==> src/rtl/mu0_pkg.sv <==
// Shared MU0 definitions: opcodes, ALU function codes and control state encoding.
package mu0_pkg;

  // Opcodes carried in IR[15:12]
  localparam logic [3:0] OP_LDA = 4'd0;
  localparam logic [3:0] OP_STA = 4'd1;
  localparam logic [3:0] OP_ADD = 4'd2;
  localparam logic [3:0] OP_SUB = 4'd3;
  localparam logic [3:0] OP_JMP = 4'd4;
  localparam logic [3:0] OP_JGE = 4'd5;
  localparam logic [3:0] OP_JNE = 4'd6;
  localparam logic [3:0] OP_STP = 4'd7;

  // ALU function select, shared with the MU0 ALU
  localparam logic [1:0] ALU_Y   = 2'b00;
  localparam logic [1:0] ALU_ADD = 2'b01;
  localparam logic [1:0] ALU_INC = 2'b10;
  localparam logic [1:0] ALU_SUB = 2'b11;

  // Control state encoding
  localparam logic [1:0] ST_FETCH   = 2'b00;
  localparam logic [1:0] ST_EXECUTE = 2'b01;
  localparam logic [1:0] ST_HALT    = 2'b10;

endpackage

==> src/rtl/mu0_control.sv <==
// MU0 control unit: two-cycle FETCH/EXECUTE sequencer with optional HALT on STP.
module mu0_control
  import mu0_pkg::*;
#(
  parameter bit HALT_ON_STP = 1'b1
) (
  input  logic       Clk,
  input  logic       Reset,
  input  logic [3:0] F,
  input  logic       N,
  input  logic       Z,
  output logic       X_sel,
  output logic       Y_sel,
  output logic       Addr_sel,
  output logic       PC_En,
  output logic       IR_En,
  output logic       Acc_En,
  output logic [1:0] M,
  output logic       Rd,
  output logic       Wr,
  output logic       Halted
);

  logic [1:0] state;

  // State register with next-state selection; HALT is left only by Reset
  always_ff @(posedge Clk or posedge Reset) begin
    if (Reset) begin
      state <= ST_FETCH;
    end else begin
      case (state)
        ST_FETCH:   state <= ST_EXECUTE;
        ST_EXECUTE: state <= (HALT_ON_STP && (F == OP_STP)) ? ST_HALT : ST_FETCH;
        ST_HALT:    state <= ST_HALT;
        default:    state <= ST_FETCH;
      endcase
    end
  end

  // Output decode; Reset gates everything low so a write in progress drops at once
  always_comb begin
    X_sel    = 1'b0;
    Y_sel    = 1'b0;
    Addr_sel = 1'b0;
    PC_En    = 1'b0;
    IR_En    = 1'b0;
    Acc_En   = 1'b0;
    M        = ALU_Y;
    Rd       = 1'b0;
    Wr       = 1'b0;
    Halted   = 1'b0;
    if (!Reset) begin
      case (state)
        ST_FETCH: begin
          Rd    = 1'b1;
          IR_En = 1'b1;
          M     = ALU_INC;
          PC_En = 1'b1;
        end
        ST_EXECUTE: begin
          Addr_sel = 1'b1;
          case (F)
            OP_LDA: begin
              Rd     = 1'b1;
              Y_sel  = 1'b1;
              Acc_En = 1'b1;
            end
            OP_STA: begin
              Wr    = 1'b1;
              X_sel = 1'b1;
            end
            OP_ADD: begin
              Rd     = 1'b1;
              X_sel  = 1'b1;
              Y_sel  = 1'b1;
              M      = ALU_ADD;
              Acc_En = 1'b1;
            end
            OP_SUB: begin
              Rd     = 1'b1;
              X_sel  = 1'b1;
              Y_sel  = 1'b1;
              M      = ALU_SUB;
              Acc_En = 1'b1;
            end
            OP_JMP:  PC_En = 1'b1;
            OP_JGE:  PC_En = ~N;
            OP_JNE:  PC_En = ~Z;
            default: ;
          endcase
        end
        ST_HALT: Halted = 1'b1;
        default: ;
      endcase
    end
  end

endmodule

==> config.mk <==
export PLATFORM = sky130hd
export DESIGN_NAME = mu0_control
export DESIGN_NICKNAME = d
export VERILOG_FILES = /design/src/rtl/mu0_pkg.sv /design/src/rtl/mu0_control.sv
export SDC_FILE = /design/constraint.sdc
export NUM_CORES = 1
export LEC_CHECK = 0
export ABC_AREA = 0
export BUFFER_PORTS_ARGS = -buffer_cell sky130_fd_sc_hd__clkbuf_2
export CAP_MARGIN = 15
export CORE_AREA = 4 4 41 43
export DETAILED_ROUTE_END_ITERATION = 6
export DIE_AREA = 0 0 45 47
export HOLD_SLACK_MARGIN = 0.03
export PLACE_DENSITY = 0.45
export SYNTH_ARGS = -nofsm -noshare
export SYNTH_HDL_FRONTEND = slang
export SYNTH_SLANG_ARGS = --single-unit
==> constraint.sdc <==
create_clock -name Clk -period 1.5 [get_ports Clk]
set_input_delay 0.225 -clock Clk [delete_from_list [all_inputs] [get_ports Clk]]
set_output_delay 0.225 -clock Clk [all_outputs]
set_load 0.01 [all_outputs]
==> results.cfg, run 1 <==
[place]
place_ws_ps = 172.3
place_hpwl_um = 535.3
place_congestion = 0.6769
placement.io_buffers = 18

[finish]
regArea_um2 = 50.05
drive_gt1_share_pct = 51.92
fill_cells = 160
reg_top3 = state: 2 flops
num-nets-final = 62
largest_reg_flops = 2
fin_util_pct = 27.69
diodes = 0
regMostFlops = state
multi_input_area_um2 = 142.6
area_growth_pct = 78.88

[min_path]
min_to = state[1]
min_from = F[0]
hold_depth = 3
hp-class = input pin to register

[route]
vias = 289
wl_per_cell_um = 9.358
drtAntennaViolNets = 0
via_per_inst = 4.313
drt_iter0_drc = 5
finalWirelength_um = 627
drcViolationCount = 0
first_pass_iters = 4

[global_route]
grt_pass1_vias = 273
antenna_found_initial = 0
overflow = 0
grt_max_degree = 8
grt_pass1_wl_um = 1028
grt_usage_pct = 7.019

[worst_setup_path]
cp_slowest_cell = dfrtp_1
reg2reg_to = state[1]
reg2reg_depth = 4
cp_cell_sequence = nor3b_4 > nand2_2 > o22ai_1 > buf_2
arrival_ps = 1240
cpPeakStageDelay_ps = 400
r2r_slack_ps = 450
path_delay_family = flip-flops
path_max_fanout = 4
start_kind = register
path_class = register to output pin
cp-end-kind = output pin
path_buf_inv = 1
crit-reg2reg-launch = state[1]
crit_required_ps = 1270

[timing]
timing.fmax_ghz = 0.6837
timing.final.ws_setup_ps = 37.45
worst_pin_slew_ps = 268.6
hold_violations = 0
fin_crit_sh_pct = 97.50
rsz0062_at_grt = yes
setup_tns_ps = 0
setup_viol_count_final = 0
drv_slew = 0
slew_headroom_pct = 82.03
timing.clock.skew_ps = 1.697
fin_crit_ps = 1463

[yosys]
synth.cell_area_um2 = 201.4
syn-num-nets = 36
yosysWarningCount = 0
syn_area_per_cell_um2 = 7.194
ys_seq_area_share_pct = 24.84
netlist_instances = 28
ys_seq_elements = 2
yosys.cell_types.count = 17

[cts]
cts.clk_slew.worst_paths_ps = 30
cts_root_buf = clkbuf_4
cts_tree = yes
numCtsBuffers = 3
ctsHtreeMaxLevel = 1
clock_latency_ps = 220
clk_path_buf_depth = 2
cts_sinks = 2

[die]
die_x_um = 45
die-area_um2 = 2115
rows = 13
chipHeight_um = 47
core_region_area_um2 = 1301
start_util_pct = 15.48
ios = 19

[outcome]
status = finished, final reports clean

[pwr]
finalPower_uw = 197.2
cellLeakagePower_nw = 0.2112
powerDensity_nw_per_um2 = 547.2
peakVddDrop_mv = 0.2801

[flow_run]
cap_violations = 0
worst reg2reg max path: cells and delay by family, from the launching register on:
kind | cells | cell delay (ps)
flops | 1 | 400
simple gates | 3 | 440
buf+inv | 1 | 160
layer usage:
layer	global-route usage [%]	vias to the layer above	share of wire, %
met5	0	-	0
met3	3.831	0	9.1
li1	-	147	-
met4	5.263	0	0
met2	9.887	13	42
met1	7.919	129	49
how the worst max path moves through the flow:
stage | to | slack, ps | startpoint | depth (start not counted)
CTS | Rd | 7 | state[1] | 4
global placement | Acc_En | 190 | state[1] | 4
detailed placement | Y_sel | 170 | state[1] | 4
floorplan | Y_sel | 90 | state[1] | 4
finish | Rd | 40 | state[1] | 4
global route | Rd | -70 | state[1] | 4
Yosys cell counts (all sizes together):
cell type / n / share of area [%]
nor2: 7 / 13
nand2: 3 / 6.8
a21oi: 2 / 5.0
and3: 2 / 6.2
dfrtp: 2 / 25
nand3: 2 / 5.0
buf: 1 / 3.7
inv: 1 / 1.9
nand2b: 1 / 3.1
nand4b: 1 / 4.3
nor2b: 1 / 3.1
nor3b: 1 / 9.3
nor4bb: 1 / 5.0
o21ai: 1 / 2.5
o22ai: 1 / 3.1
or2: 1 / 3.1
metrics by stage:
stage / hold WS, ps / instances / area [um^2]
6_report: 286.1 / 67 / 360.3
3_5_place_dp: 129.7 / 61 / 310.3
3_3_place_gp: 124.8 / 61 / 310.3
4_1_cts: 280.4 / 67 / 360.3
2_1_floorplan: -33.82 / 28 / 201.4
5_1_grt: 282.8 / 67 / 360.3
repair_timing:
| action | in CTS | in global routing |
|---|---|---|
| gates resized for setup | 1 | 4 |
| setup endpoints to repair | 4 | 5 |
| setup buffers | 2 | 0 |
| hold buffers | 1 | 0 |
| hold endpoints to repair | 2 | 0 |
| pin swaps | 1 | 4 |
area by class of cell:
type | count | area share [%]
well taps | 15 | 5.208
flip-flops and latches | 2 | 13.89
clock buffers | 3 | 6.250
repair buffers | 22 | 34.03
inverters | 1 | 1.042
multi-input cells | 24 | 39.58
placed cells by master, fill, tap and decap left out:
master,n
clkbuf_2,14
nand2_1,2
nor2_2,1
dfrtp_1,2
o21ai_0,1
clkbuf_4,3
nor2_1,6
buf_2,4
nor4bb_1,1
nand2b_1,1
nand3_1,2
o22ai_1,1
a21oi_1,2
inv_1,1
dlygate4sd3_1,1
or2_1,1
and3_1,2
buf_4,3
nand2_2,1
nand4b_1,1
nor3b_4,1
nor2b_1,1
power breakdown:
group / internal [mW] / switching [mW]
Clock: 0.0879 / 0.0262
Combinational: 0.0133 / 0.0154
Sequential: 0.0544 / 0
Total: 0.156 / 0.0416
kinds of logic after synthesis:
kind of cell,synth area share (%)
simple gates,59.02
flops,24.85
compound gates,10.56
buf+inv,5.590
Power figures use the tool's default switching activity.
==> run 2, diff against run 1 <==
--- a/config.mk
+++ b/config.mk
@@ -10,7 +10,8 @@
 export CAP_MARGIN = 15
-export CORE_AREA = 4 4 41 43
+export CORE_AREA = 2 2 39 41
 export DETAILED_ROUTE_END_ITERATION = 6
-export DIE_AREA = 0 0 45 47
+export DIE_AREA = 0 0 41 43
 export HOLD_SLACK_MARGIN = 0.03
 export PLACE_DENSITY = 0.45
+export SETUP_SLACK_MARGIN = 0.2
 export SYNTH_ARGS = -nofsm -noshare
--- a/constraint.sdc
+++ b/constraint.sdc
@@ -3,2 +3,2 @@
 set_output_delay 0.225 -clock Clk [all_outputs]
-set_load 0.01 [all_outputs]
+set_load 0.05 [all_outputs]
==> run 2 against run 1 <==
  * The flow now finishes with violations (setup timing)
  * Clock power barely moved
  * Global-route usage rose by 3.3 points
  * Final cell count rose by 4.5%
  * Critical path type unchanged
==> results.cfg, run 2 (synthesis gave the netlist of run 1 again) <==
[outcome]
status = finished with violations
failed_checks = setup timing

[timing]
timing.final.ws_setup_ps = -53.73
slew_headroom_pct = 80.70
worst_pin_slew_ps = 288.4
timing.clock.skew_ps = 2.670
setup_viol_count_final = 6
fin_crit_sh_pct = 103.6
timing.fmax_ghz = 0.6436
fin_crit_ps = 1554
drv_slew = 0
rsz0062_at_grt = yes
setup_tns_ps = -143.6
hold_violations = 0

[route]
drcViolationCount = 0
drt_iter0_drc = 2
via_per_inst = 4.286
drtAntennaViolNets = 0
finalWirelength_um = 772
first_pass_iters = 4
wl_per_cell_um = 11.03
vias = 300

[min_path]
hp-class = input pin to register
min_from = F[0]

[pwr]
peakVddDrop_mv = 0.2345
power_frac_seq_pct = 25.5
intPower_uw = 161.4
powerDensity_nw_per_um2 = 403.7
p_sw_share_pct = 24.30
combPwrFrac_pct = 19.6
power_switching_uw = 51.81
cellLeakagePower_nw = 0.2538
power_frac_clock_pct = 54.9
finalPower_uw = 213.2

[finish]
most-common-layout-cells = clkbuf_2 (7), clkbuf_8 (6), nor2_1 (4), buf_8 (4), buf_4 (4)
regMostFlops = state
mostFrequentLayoutCell = clkbuf_2
num-nets-final = 64
area_growth_pct = 162.1
diodes = 0
final_cell_area_um2 = 528.0
final_cells = 70
fin_util_pct = 38.16
reg_top3 = state: 2 flops
largest_reg_flops = 2
drive_gt1_share_pct = 64.81

[die]
core_region_area_um2 = 1384
ios = 19
start_util_pct = 14.56
die-area_um2 = 1763
die_x_um = 41
rows = 14
chipHeight_um = 43

[place]
dpl_cell_area_um2 = 347.8
place_congestion = 0.6615
place_inst = 64
place_hpwl_um = 556.4
placement.io_buffers = 18

[global_route]
grt_max_degree = 8
grt_pass1_vias = 312
grt_usage_pct = 10.33
antenna_found_initial = 0
overflow = 0
grt_pass1_wl_um = 1193

[worst_setup_path]
path_max_fanout = 3
crit_path_start = state[1]
arrival_ps = 1330
crit-reg2reg-launch = state[1]
crit_required_ps = 1270
path_class = register to output pin
cp-end-kind = output pin
start_kind = register

[cts]
cts_root_buf = clkbuf_4
cts_tree = yes
clk_path_buf_depth = 2
cts_sinks = 2
ctsHtreeMaxLevel = 1
cts.clk_slew.worst_paths_ps = 30
clock_latency_ps = 220
numCtsBuffers = 3

[flow_run]
cap_violations = 0
[run 2: cell types whose count changed in the layout (fill, tap and decap cells not counted), sizes merged]
cell / delta
buf: +2
[run 2: routing by layer]
metal  vias to the layer above  wire length [um]  part of all wire (%)  track usage [%]
li1                        150                 -                     -                -
met4                         0                 0                     0            8.000
met1                       137               290                    38            12.18
met5                         -                 0                     0                0
met3                         0                52                   6.7            3.665
met2                        13               429                    56            14.37
[run 2: worst paths after layout]
check | to | depth (start not counted) | slack [ps]
worst max-delay path | M[0] | 4 | -50
min in group asynchronous | state[1] | 3 | 470
worst max register to register | state[1] | 4 | 430
worst min-delay path | state[1] | 3 | 280
max in group asynchronous | state[0] | 3 | 910
worst min register to register | state[0] | 2 | 570
[run 2: power groups by stage]
stage	registers, mW	logic (mW)	clock network, mW
2_1_floorplan	0.0549	0.0155	0
3_3_place_gp	0.0549	0.0351	0
3_5_place_dp	0.0549	0.0352	0
4_1_cts	0.0544	0.0395	0.120
5_1_grt	0.0544	0.0459	0.119
6_report	0.0544	0.0417	0.117
[run 2: repair_timing]
item / in CTS / in global routing
pin swaps: 3 / 0
setup endpoints to repair: 11 / 11
hold endpoints to repair: 2 / 0
hold buffers: 1 / 0
setup buffers: 1 / 1
gates resized for setup: 25 / 6
[run 2: through the flow]
stage / setup slack, ps / hold slack [ps]
2_1_floorplan: -445.2 / -33.82
3_3_place_gp: 93.96 / 133.7
3_5_place_dp: 63.56 / 134.2
4_1_cts: -55.79 / 278.0
5_1_grt: -112.7 / 309.0
6_report: -53.73 / 283.0
[run 2: layout make-up]
type                       instances  area [um^2]
sequential                         2        50.05
inverter                           1        3.754
fill                             145        855.8
timing repair buffer              24        254.0
clock buffer                       3        22.52
tap                               16        20.02
multi-input combinational         24        177.7
[run 2: critical path, cell delays in order (launching register included)]
cell     delay (ps)
dfrtp_1         400
nor3b_4         230
buf_4           150
and3_4          190
buf_8           140
